<file path="config.mk">
export PLATFORM = sky130hd
export DESIGN_NAME = product_accumulator_flat
export DESIGN_NICKNAME = d
export VERILOG_FILES = /design/src/rtl/product_accumulator_pkg.sv /design/src/rtl/product_accumulator_if.sv /design/src/rtl/product_accumulator_acc_adder.sv /design/src/rtl/product_accumulator.sv /design/src/flat_wrapper.sv
export SDC_FILE = /design/constraint.sdc
export NUM_CORES = 1
export LEC_CHECK = 0
export ABC_AREA = 1
export CAP_MARGIN = 30
export CORE_UTILIZATION = 56
export DETAILED_ROUTE_END_ITERATION = 8
export PLACE_DENSITY = 0.88
export SYNTH_ARGS = -nofsm -noshare
export SYNTH_HDL_FRONTEND = slang
export SYNTH_HIERARCHICAL = 1
export SYNTH_SLANG_ARGS = --single-unit
</file>
<file path="constraint.sdc">
create_clock -name clk -period 3.7 [get_ports clk]
set_clock_uncertainty 0.15 [all_clocks]
set_input_delay 1.11 -clock clk [delete_from_list [all_inputs] [get_ports clk]]
set_output_delay 1.11 -clock clk [all_outputs]
set_load 0.01 [all_outputs]
</file>
<file path="src/rtl/product_accumulator_pkg.sv">
// Shared types and constants for the product accumulator stage.
// Optional feature macro: PRODUCT_ACC_SAT_EN (see acc_adder).
package product_accumulator_pkg;

   localparam int PROD_W    = 16;
   localparam int ACC_W_DEF = 24;
   localparam int CNT_W_DEF = 8;

   typedef enum logic [0:0] {
      ST_ACCUM = 1'b0,
      ST_HOLD  = 1'b1
   } acc_state_e;

endpackage

</file>
<file path="src/rtl/product_accumulator_if.sv">
// Product-in / frame-result-out handshake bundle for product_accumulator.
// Optional feature macro: PRODUCT_ACC_SAT_EN (no effect on this file).
interface product_accumulator_if
   import product_accumulator_pkg::*;
#(
   parameter int ACC_W = ACC_W_DEF,
   parameter int CNT_W = CNT_W_DEF
);
   logic              in_valid;
   logic              in_ready;
   logic [PROD_W-1:0] prod;
   logic              in_last;
   logic              out_valid;
   logic              out_ready;
   logic [ACC_W-1:0]  acc_out;
   logic [CNT_W-1:0]  out_count;
   logic              overflow;

   modport slave (
      input  in_valid, prod, in_last, out_ready,
      output in_ready, out_valid, acc_out, out_count, overflow
   );

   modport master (
      output in_valid, prod, in_last, out_ready,
      input  in_ready, out_valid, acc_out, out_count, overflow
   );
endinterface

</file>
<file path="src/rtl/product_accumulator_acc_adder.sv">
// Combinational accumulator adder with carry-out.
// With PRODUCT_ACC_SAT_EN defined the sum clamps to all-ones on carry, else it wraps.
module acc_adder
   import product_accumulator_pkg::*;
#(
   parameter int ACC_W = ACC_W_DEF
) (
   input  logic [ACC_W-1:0]  i_acc,
   input  logic [PROD_W-1:0] i_prod,
   output logic [ACC_W-1:0]  o_sum,
   output logic              o_carry
);
   logic [ACC_W:0] w_full;

   assign w_full  = {1'b0, i_acc} + {{(ACC_W + 1 - PROD_W){1'b0}}, i_prod};
   assign o_carry = w_full[ACC_W];

`ifdef PRODUCT_ACC_SAT_EN
   // A clamped accumulator keeps clamping: any further nonzero product carries again.
   assign o_sum = w_full[ACC_W] ? {ACC_W{1'b1}} : w_full[ACC_W-1:0];
`else
   assign o_sum = w_full[ACC_W-1:0];
`endif
endmodule

</file>
<file path="src/rtl/product_accumulator.sv">
// Frame-based accumulator of 16-bit products with valid/ready in and out.
// Optional feature macro: PRODUCT_ACC_SAT_EN selects saturating accumulation.
module product_accumulator
   import product_accumulator_pkg::*;
#(
   parameter int ACC_W = ACC_W_DEF,
   parameter int CNT_W = CNT_W_DEF
) (
   input  logic                  clk,
   input  logic                  rst,
   product_accumulator_if.slave  bus
);
   localparam logic [0:0] S_ACCUM = 1'(ST_ACCUM);
   localparam logic [0:0] S_HOLD  = 1'(ST_HOLD);

   logic [0:0]       r_state;
   logic             r_in_ready;
   logic             r_out_valid;
   logic [ACC_W-1:0] r_acc;
   logic [CNT_W-1:0] r_count;
   logic             r_ovf;
   logic [ACC_W-1:0] r_acc_out;
   logic [CNT_W-1:0] r_out_count;
   logic             r_out_ovf;

   logic [ACC_W-1:0] w_sum;
   logic             w_carry;
   logic             w_accept;
   logic [CNT_W-1:0] w_cnt_next;

   acc_adder #(.ACC_W(ACC_W)) u_adder (
      .i_acc   (r_acc),
      .i_prod  (bus.prod),
      .o_sum   (w_sum),
      .o_carry (w_carry)
   );

   assign w_accept   = bus.in_valid & r_in_ready;
   assign w_cnt_next = (&r_count) ? r_count : r_count + {{(CNT_W-1){1'b0}}, 1'b1};

   // Frame FSM: accumulate beats, then hold the registered result until taken.
   always_ff @(posedge clk or posedge rst) begin
      if (rst) begin
         r_state     <= S_ACCUM;
         r_in_ready  <= 1'b1;
         r_out_valid <= 1'b0;
         r_acc       <= {ACC_W{1'b0}};
         r_count     <= {CNT_W{1'b0}};
         r_ovf       <= 1'b0;
         r_acc_out   <= {ACC_W{1'b0}};
         r_out_count <= {CNT_W{1'b0}};
         r_out_ovf   <= 1'b0;
      end else begin
         case (r_state)
            S_ACCUM: begin
               if (w_accept) begin
                  r_acc   <= w_sum;
                  r_count <= w_cnt_next;
                  r_ovf   <= r_ovf | w_carry;
                  if (bus.in_last) begin
                     r_acc_out   <= w_sum;
                     r_out_count <= w_cnt_next;
                     r_out_ovf   <= r_ovf | w_carry;
                     r_state     <= S_HOLD;
                     r_in_ready  <= 1'b0;
                     r_out_valid <= 1'b1;
                  end
               end
            end
            S_HOLD: begin
               if (bus.out_ready) begin
                  r_state     <= S_ACCUM;
                  r_in_ready  <= 1'b1;
                  r_out_valid <= 1'b0;
                  r_acc       <= {ACC_W{1'b0}};
                  r_count     <= {CNT_W{1'b0}};
                  r_ovf       <= 1'b0;
               end
            end
            default: begin
               r_state     <= S_ACCUM;
               r_in_ready  <= 1'b1;
               r_out_valid <= 1'b0;
               r_acc       <= {ACC_W{1'b0}};
               r_count     <= {CNT_W{1'b0}};
               r_ovf       <= 1'b0;
            end
         endcase
      end
   end

   assign bus.in_ready  = r_in_ready;
   assign bus.out_valid = r_out_valid;
   assign bus.acc_out   = r_acc_out;
   assign bus.out_count = r_out_count;
   assign bus.overflow  = r_out_ovf;
endmodule

</file>
<file path="src/flat_wrapper.sv">
// flat-port wrapper written by rule: the top's interface ports become plain ports
module product_accumulator_flat import product_accumulator_pkg::*;
#(
   parameter int ACC_W = ACC_W_DEF,
   parameter int CNT_W = CNT_W_DEF
)
  (clk, rst, bus_in_valid, bus_prod, bus_in_last, bus_out_ready, bus_in_ready, bus_out_valid, bus_acc_out, bus_out_count, bus_overflow);
  product_accumulator_if #(.ACC_W(ACC_W), .CNT_W(CNT_W)) bus_i ();
  input  logic clk;
  input  logic rst;
  input wire logic [$bits(bus_i.in_valid)-1:0] bus_in_valid;
  input wire logic [$bits(bus_i.prod)-1:0] bus_prod;
  input wire logic [$bits(bus_i.in_last)-1:0] bus_in_last;
  input wire logic [$bits(bus_i.out_ready)-1:0] bus_out_ready;
  output wire logic [$bits(bus_i.in_ready)-1:0] bus_in_ready;
  output wire logic [$bits(bus_i.out_valid)-1:0] bus_out_valid;
  output wire logic [$bits(bus_i.acc_out)-1:0] bus_acc_out;
  output wire logic [$bits(bus_i.out_count)-1:0] bus_out_count;
  output wire logic [$bits(bus_i.overflow)-1:0] bus_overflow;
  assign bus_i.in_valid = bus_in_valid;
  assign bus_i.prod = bus_prod;
  assign bus_i.in_last = bus_in_last;
  assign bus_i.out_ready = bus_out_ready;
  assign bus_in_ready = bus_i.in_ready;
  assign bus_out_valid = bus_i.out_valid;
  assign bus_acc_out = bus_i.acc_out;
  assign bus_out_count = bus_i.out_count;
  assign bus_overflow = bus_i.overflow;
  product_accumulator #(.ACC_W(ACC_W), .CNT_W(CNT_W)) u_core (.clk(clk), .rst(rst), .bus(bus_i));
endmodule
</file>
Word-level counts from Yosys, hierarchy flattened
Index checks and enable logic that the tools add are counted.
{ "word_totals": {"out_inout_bits": 35, "inputBits": 21, "regBits": 69, "rom_bits": 0, "latchBits": 0, "memories": 0, "mem_bits_rw": 0} }
{ "op_classes": {"shift": 0, "mux": 21, "n_mul": 0, "reduce_logical": 4, "n_eq_ne": 3, "n_addsub": 2, "bitwise": 3, "div_mod_pow": 0, "magnitude_cmp": 0} }
{ "op_table": {"columns": ["op", "count"], "rows": [
  ["$mux 24", 2],
  ["$pmux 24 s2", 1],
  ["$add 24x16->25", 1],
  ["$mux 8", 3],
  ["$pmux 8 s2", 1],
  ["$mux 1", 10],
  ["$add 8x1->8 const B", 1],
  ["$pmux 1 s2", 4],
  ["$reduce_and 8->1", 1],
  ["$reduce_and 3->1", 2],
  ["$ne 2x2->1 const B", 2],
  ["$ne 2x1->1 const B", 1],
  ["$reduce_and 2->1", 1],
  ["$and 1x1->1", 1],
  ["$not 1->1", 1],
  ["$or 1x1->1", 1]
]} }

Longest topological paths before layout
Gate-level depths: netlist of run 1.
{ "logic_depth": {"depth_word": 4, "ltp_mapped": 13, "depth_no_buf": 13} }

Cells and area by module
Netlist of run 1, hierarchy kept.
{ "by_module_without_submodules": {"columns": ["module", "area_each_um2", "seq_area_each_um2", "instances", "cells_per_inst"], "rows": [
  ["product_accumulator", 3009.1, 1727.9, 1, 309],
  ["acc_adder", 1487.7, 0.0, 1, 298]
]} }

Worst setup path before layout of run 1
OpenSTA, ideal clock, no wires.
{ "synth_timing": {"path_kind": "in2reg", "start": "in bus_prod[0]", "end": "reg u_core.r_out_ovf, in the netlist u_core/bus.overflow", "t_required_ns": 3.423, "setup_slack_ns": 0.847, "t_arrival_ns": 2.576, "stages": 12, "cell_sequence": "ha_1 > fa_1 > nand2_1 > nand2_1 > nand3_2 > nand2_2 > nand2_2 > nand2_4 > nand3_2 > nor2_2 > nor2_1 > o21ai_2"} }
{ "synth_between": {"elab_chain_len": 2} }
{ "synth_rtl": {"columns": ["element", "line_no", "text"], "rows": [
  ["start, declared", "flat_wrapper.sv:12", "input wire logic [$bits(bus_i.prod)-1:0] bus_prod;"],
  ["$add 24x16->25", "product_accumulator_acc_adder.sv:15", "assign w_full = {1'b0, i_acc} + {{(ACC_W + 1 - PROD_W){1'b0}}, i_prod};"],
  ["net u_core.w_carry", "product_accumulator.sv:27", "logic w_carry;"],
  ["$or 1x1->1", "product_accumulator.sv:63", "r_out_ovf <= r_ovf | w_carry;"],
  ["end signal, assigned", "product_accumulator.sv:63", null],
  ["end, declared", "product_accumulator.sv:24", "logic r_out_ovf;"]
]} }
The timed path passes the listed nets, and every way through them passes these cells.
A chain may end at the register's enable or synchronous reset.

Final worst setup path of run 1
Ends and elaborated chain as after synthesis.

==> run summary, run 1 <==
M3 GR Usage -> 4.312%
Die Ht -> 91.61 um
Post-synthesis mux area share -> 0%
Crit-path cells -> clkdlybuf4s50_1, ha_1, fa_1, nand2_1, nand2_1, nand3_2, nand2_2, nand2_2, nand2_4, nand3_2, nor2_2, nor2_1, o21ai_2
Data arrival time of the critical path -> 3.16 ns
CTS Hold Buffers Added -> 0
Clk sink count -> 69
Sequential area share after synthesis -> 38.43%
Setup repair after global routing missed its margin -> false
Vias per cell -> 5.116
Most used DFF post-synth -> dfrtp_1
Max-Cap Viols -> 0
Worst setup slack after layout -> 0.6095 ns
Initial Utilization -> 58.19%
Layout cells sized above 1 -> 13.62%
Multi-input logic area -> 2292 um^2
Final setup fails -> 0
Post-synth cell types -> 31
First-pass GRT wire length -> 17.91 mm
Nets@finish -> 703
TritonCTS buffer count -> 9
Maximum vdd drop -> 0.3783 mV
Seq. cell area -> 1728 um^2
Adder-cell share of the synthesized area -> 5.175%
Clock buffer depth -> 2
Crit share post-route -> 83.53%
Post-Syn Area -> 4497 um^2
Max transition margin -> 53.94%
Global route hottest layer -> met2
Dpl ws -> 0.2339 ns
Dominant cell type by area after synthesis -> dfrtp_1
WL/cell -> 13.52 um
Synthesized instance count -> 607
Slowest-stage cell, CP -> fa_1
Post-synthesis simple-gate area fraction -> 32.39%
Actual slew at the worst max-slew pin -> 0.6908 ns
Std cell rows -> 32
Global-route met2 utilization -> 44.11%
Resized cells post-CTS -> 0
Largest net degree at the start of global routing -> 61
Largest fanout on the critical path -> 4
Min Tclk post-route -> 3.091 ns
Max incr delay on CP -> 0.45 ns
WS Path Type -> in2reg
Status -> completed
Gr usage total -> 27.29%
Post-DP Area -> 5090 um^2
Antenna violations before repair -> 0
Worst Setup Start Kind -> input pin
Largest family of logic cells by synthesized area -> simple AND/OR/NAND/NOR gates
Final wirelength -> 10.41 mm
Compound-gate portion of the synthesized area -> 11.07%
EDFF count, synth -> 0
Power Total -> 3.808 mW
Design Area, Final -> 5325 um^2
H-tree lvl count -> 3
Clk Latency, worst-skew pair -> 0.36 ns
Core region area -> 7727 um^2
Chip Width -> 91.61 um
Die area -> 8392 um^2
Worst setup EP type -> flop
Synth Area in XOR/XNOR -> 2.337%
Asr flop ratio synth -> 100.0%
Pleak -> 2.711 nW
Top cells by count, synth -> nand2_1 (222), inv_1 (94), dfrtp_1 (68), nand3_1 (39), o21ai_2 (38)
I/O pin count -> 56
CTS tree -> done
DPL Wire Length -> 7.774 mm
Setup TNS -> 0 ns
Hold Vio Cnt, Final -> 0
Post-Place Cells -> 755
Grt ovf -> 0
Root buf cell -> clkbuf_8
Final core utilization -> 68.91%
Worst Path Required -> 3.77 ns
PD cells -> 715.1 nW/um^2
Number of fill cells in the layout -> 638
Worst hold slack -> 0.3313 ns
Syn_area_per_cell -> 7.408 um^2
DRT iter0 DRCs -> 233
Post-synth top area share -> 37.84%
Top post-synthesis cells by area -> dfrtp_1 (38%), nand2_1 (19%), inv_1 (7.8%)
Reg clk slew, reported paths -> 0.08 ns
Drt pass-1 iters -> 4
Fin cells -> 770
Top-count cell post-synth -> nand2_1
Post-CTS setup buffers -> 0
Vias -> 3939
Gp weighted congestion -> 0.9279
N_diodes -> 0
GR Util met1 -> 38.11%
Post-Syn Nets -> 646
Fmax achieved -> 323.6 MHz
Remaining antenna violation count -> 0
Remaining DRCs -> 0
Vias in the first global route -> 3809
Seq cells post-synth -> 69
Port bufs -> 55
HP Class -> reg2reg
Yosys warnings -> 6
Final Slew Violations -> 0
Area growth syn-to-layout -> 18.42%
## path summary, 6_finish.rpt
path,slack (ns),to,startpoint,cells past startpoint
setup / recovery,0.61,u_core/bus.overflow$_DFFE_PP0P_,bus_prod[0],13
hold / removal,0.33,u_core/bus.acc_out[23]$_DFFE_PP0P_,u_core/bus.acc_out[23]$_DFFE_PP0P_,2
setup reg to reg,1.37,u_core/bus.overflow$_DFFE_PP0P_,u_core/r_acc[0]$_DFFE_PP0P_,12
hold reg to reg,0.33,u_core/bus.acc_out[23]$_DFFE_PP0P_,u_core/bus.acc_out[23]$_DFFE_PP0P_,2
max in group asynchronous,1.76,u_core/bus.in_ready$_DFFE_PP1P_,rst,3
min in group asynchronous,0.97,u_core/bus.acc_out[12]$_DFFE_PP0P_,rst,2
## power by group
part           switching [mW]  leakage (nW)  internal [mW]
clock                   0.294         0.116          0.445
combinational            1.18          1.69          0.728
sequential              0.159         0.905          0.999
total                    1.64          2.71           2.17
## kinds of logic after synthesis
group,count (synthesis)
flip-flops,69
AND/OR/NAND/NOR,333
adder cells (fa/ha/maj),18
buffers and inverters,107
XOR/XNOR,12
AO/OA/AOI/OAI,68
## cell usage in the layout, fill, tap and decap left out, types with 4 or more instances in the layout
master / count
xor2_1: 12
inv_1: 93
ha_1: 17
nand2_1: 222
o21ai_1: 6
nor2_4: 5
clkbuf_8: 9
o21ai_0: 14
o21ai_2: 38
nand4_1: 4
clkdlybuf4s50_1: 55
nand3_1: 39
nand2_2: 13
dfrtp_1: 68
nor2_1: 30
nor2_2: 8
a21oi_1: 8
## layer usage
layer,wire length [um],vias up
li1,-,1995
met1,4859,1823
met2,4894,109
met3,525,12
met4,131,0
met5,0,-
## final cells by class
type	instances	share of cell area [%]
clock buffers	9	2.326
clock inverters	6	2.091
inverters	97	6.978
multi-input cells	431	43.05
flip-flops and latches	69	32.45
well taps	102	2.397
repair buffers	56	10.71
## flip-flops by register name (all words and copies together) (netlist names), 8 cells and up
name,cells
u_core/bus.acc_out,24
u_core/r_acc,24
u_core/bus.out_count,8
u_core/r_count,8
## worst max-delay path, delay by kind of cell
kind | cells | cell delay (ns)
AO/OA/AOI/OAI | 1 | 0.10
buffers and inverters | 1 | 0.40
AND/OR/NAND/NOR | 9 | 0.84
adder cells (fa/ha/maj) | 2 | 0.70
Note: power is estimated with default switching activity, not from simulation.
==> run 2, diff against run 1 <==
- clock period: 3.7 -> 3.2 ns (I/O delays scaled with it)
==> run 2 against run 1 <==
Against the previous run:
- core utilization grew 0.19 points
- setup slack worse by 0.24 ns
- design area increased by 0.28%
- global-route usage decreased by 0.52 points
- combinational power is 16% higher
- register-to-register slack lost 0.38 ns
- critical path type unchanged
- sequential power increased by 16%
- hold slack barely moved
- routed wire length fell by 0.22%
- via count grew 1.6%
- first-iteration DRC count down 12%
- highest routed layer unchanged
==> run summary, run 2 (same netlist as run 1, synthesis figures left out) <==
Status -> completed
Crit share post-route -> 88.54%
Number of fill cells in the layout -> 659
Dpl ws -> 0.001500 ns
Core region area -> 7727 um^2
WS Path Type -> in2reg
Fin cells -> 772
Sw Ratio -> 43.02%
Data arrival time of the critical path -> 2.90 ns
Cell family with most CP delay -> simple AND/OR/NAND/NOR gates
CP bufs+invs -> 1
Die area -> 8392 um^2
Register share of total power -> 30.4%
Setup TNS -> 0 ns
Hold Vio Cnt, Final -> 0
Layout cells sized above 1 -> 13.88%
Commonest cells after routing, fill and taps aside -> nand2_1 (222), inv_1 (93), dfrtp_1 (68)
Resized cells post-CTS -> 0
Worst setup slack after layout -> 0.3667 ns
Std cell rows -> 32
Post-CTS setup buffers -> 0
First-pass GRT wire length -> 17.93 mm
H-tree lvl count -> 3
Clock power frac -> 19.4%
Max incr delay on CP -> 0.41 ns
N_diodes -> 0
Port bufs -> 55
Area growth syn-to-layout -> 18.75%
Final Slew Violations -> 0
Root buf cell -> clkbuf_8
Max-Cap Viols -> 0
Seq. cell area -> 1728 um^2
Initial Utilization -> 58.19%
Worst setup EP type -> flop
Chip Width -> 91.61 um
Slowest-stage cell, CP -> clkdlybuf4s50_1
Vias per cell -> 5.183
WL/cell -> 13.46 um
Remaining DRCs -> 0
Commonest non-fill, non-tap cell in the layout -> nand2_1
Maximum vdd drop -> 0.5087 mV
Vias in the first global route -> 3989
PD cells -> 827.6 nW/um^2
TritonCTS buffer count -> 9
CTS Hold Buffers Added -> 0
Die Ht -> 91.61 um
Worst Setup Start Kind -> input pin
DPL Wire Length -> 7.615 mm
Actual slew at the worst max-slew pin -> 0.7017 ns
Post-Place Cells -> 757
Min Tclk post-route -> 2.833 ns
Final core utilization -> 69.11%
Antenna violations before repair -> 0
Combinational fraction of design power -> 50.3%
Final wirelength -> 10.39 mm
Largest fanout on the critical path -> 4
Fmax achieved -> 352.9 MHz
Max transition margin -> 53.22%
Reg clk slew, reported paths -> 0.08 ns
Clk sink count -> 69
Remaining antenna violation count -> 0
Clk Latency, worst-skew pair -> 0.34 ns
DRT iter0 DRCs -> 206
Crit-path cells -> clkdlybuf4s50_1, ha_1, fa_1, nand2_1, nand2_1, nand3_2, nand2_2, nand2_2, nand2_4, nand3_2, nor2_2, nor2_1, o21ai_2
HP Class -> reg2reg
Clock buffer depth -> 2
Nets@finish -> 705
Net switching power -> 1.901 mW
Gp weighted congestion -> 0.9565
Largest net degree at the start of global routing -> 70
Internal power -> 2.518 mW
Drt pass-1 iters -> 5
I/O pin count -> 56
Worst Path Required -> 3.26 ns
Vias -> 4001
Pleak -> 2.721 nW
Setup repair after global routing missed its margin -> false
Final setup fails -> 0
Grt ovf -> 0
Multi-input logic area -> 2292 um^2
Gr usage total -> 26.77%
CTS tree -> done
-- run 2: area by class of cell --
cell class              count  area share (%)
inverters                  97           6.959
multi-input cells         431           42.92
well taps                 102           2.390
flip-flops and latches     69           32.36
repair buffers             58           10.97
clock buffers               9           2.320
clock inverters             6           2.085
-- run 2: metal layers --
layer  share of wire (%)  global-route usage [%]  routed length [um]  up-vias
li1                    -                       -                   -     1999
met2                  48                   44.99                4939      125
met1                  45                   34.94                4686     1862
met5                   0                       0                   0        -
met3                 5.8                   4.561                 600       15
met4                 1.6                   9.259                 163        0
-- run 2: power groups by stage --
stage / clock [mW] / sequential (mW) / combinational [mW]
3_5_place_dp: 0 / 1.36 / 2.20
6_report: 0.856 / 1.34 / 2.22
5_1_grt: 0.902 / 1.38 / 2.47
4_1_cts: 0.873 / 1.34 / 2.22
3_3_place_gp: 0 / 1.34 / 2.14
2_1_floorplan: 0 / 1.39 / 1.51
-- run 2: final timing paths --
kind / depth (start not counted) / slack, ns / startpoint / end
worst min-delay path: 2 / 0.33 / u_core/bus.acc_out[7]$_DFFE_PP0P_ / u_core/bus.acc_out[7]$_DFFE_PP0P_
max in group asynchronous: 3 / 1.71 / rst / u_core/bus.in_ready$_DFFE_PP1P_
worst max-delay path: 13 / 0.37 / bus_prod[0] / u_core/bus.overflow$_DFFE_PP0P_
min in group asynchronous: 3 / 0.87 / rst / u_core/r_acc[9]$_DFFE_PP0P_
worst max register to register: 12 / 0.99 / u_core/r_acc[0]$_DFFE_PP0P_ / u_core/bus.overflow$_DFFE_PP0P_
worst min register to register: 2 / 0.33 / u_core/bus.acc_out[7]$_DFFE_PP0P_ / u_core/bus.acc_out[7]$_DFFE_PP0P_
-- run 2: through the flow --
step / power, mW / cell area [um^2] / hold slack, ns
6_report: 4.419 / 5340 / 0.3313
5_1_grt: 4.747 / 5340 / 0.3551
4_1_cts: 4.433 / 5340 / 0.3358
3_5_place_dp: 3.554 / 5105 / 0.3171
3_3_place_gp: 3.475 / 5105 / 0.3125
2_1_floorplan: 2.902 / 4497 / 0.3094
-- run 2: worst register-to-register path: cells and delay by family (launching register included) --
family	cells	cell delay, ns
adder cells (fa/ha/maj)	2	0.63
flip-flops	1	0.39
AO/OA/AOI/OAI	1	0.10
AND/OR/NAND/NOR	9	0.83
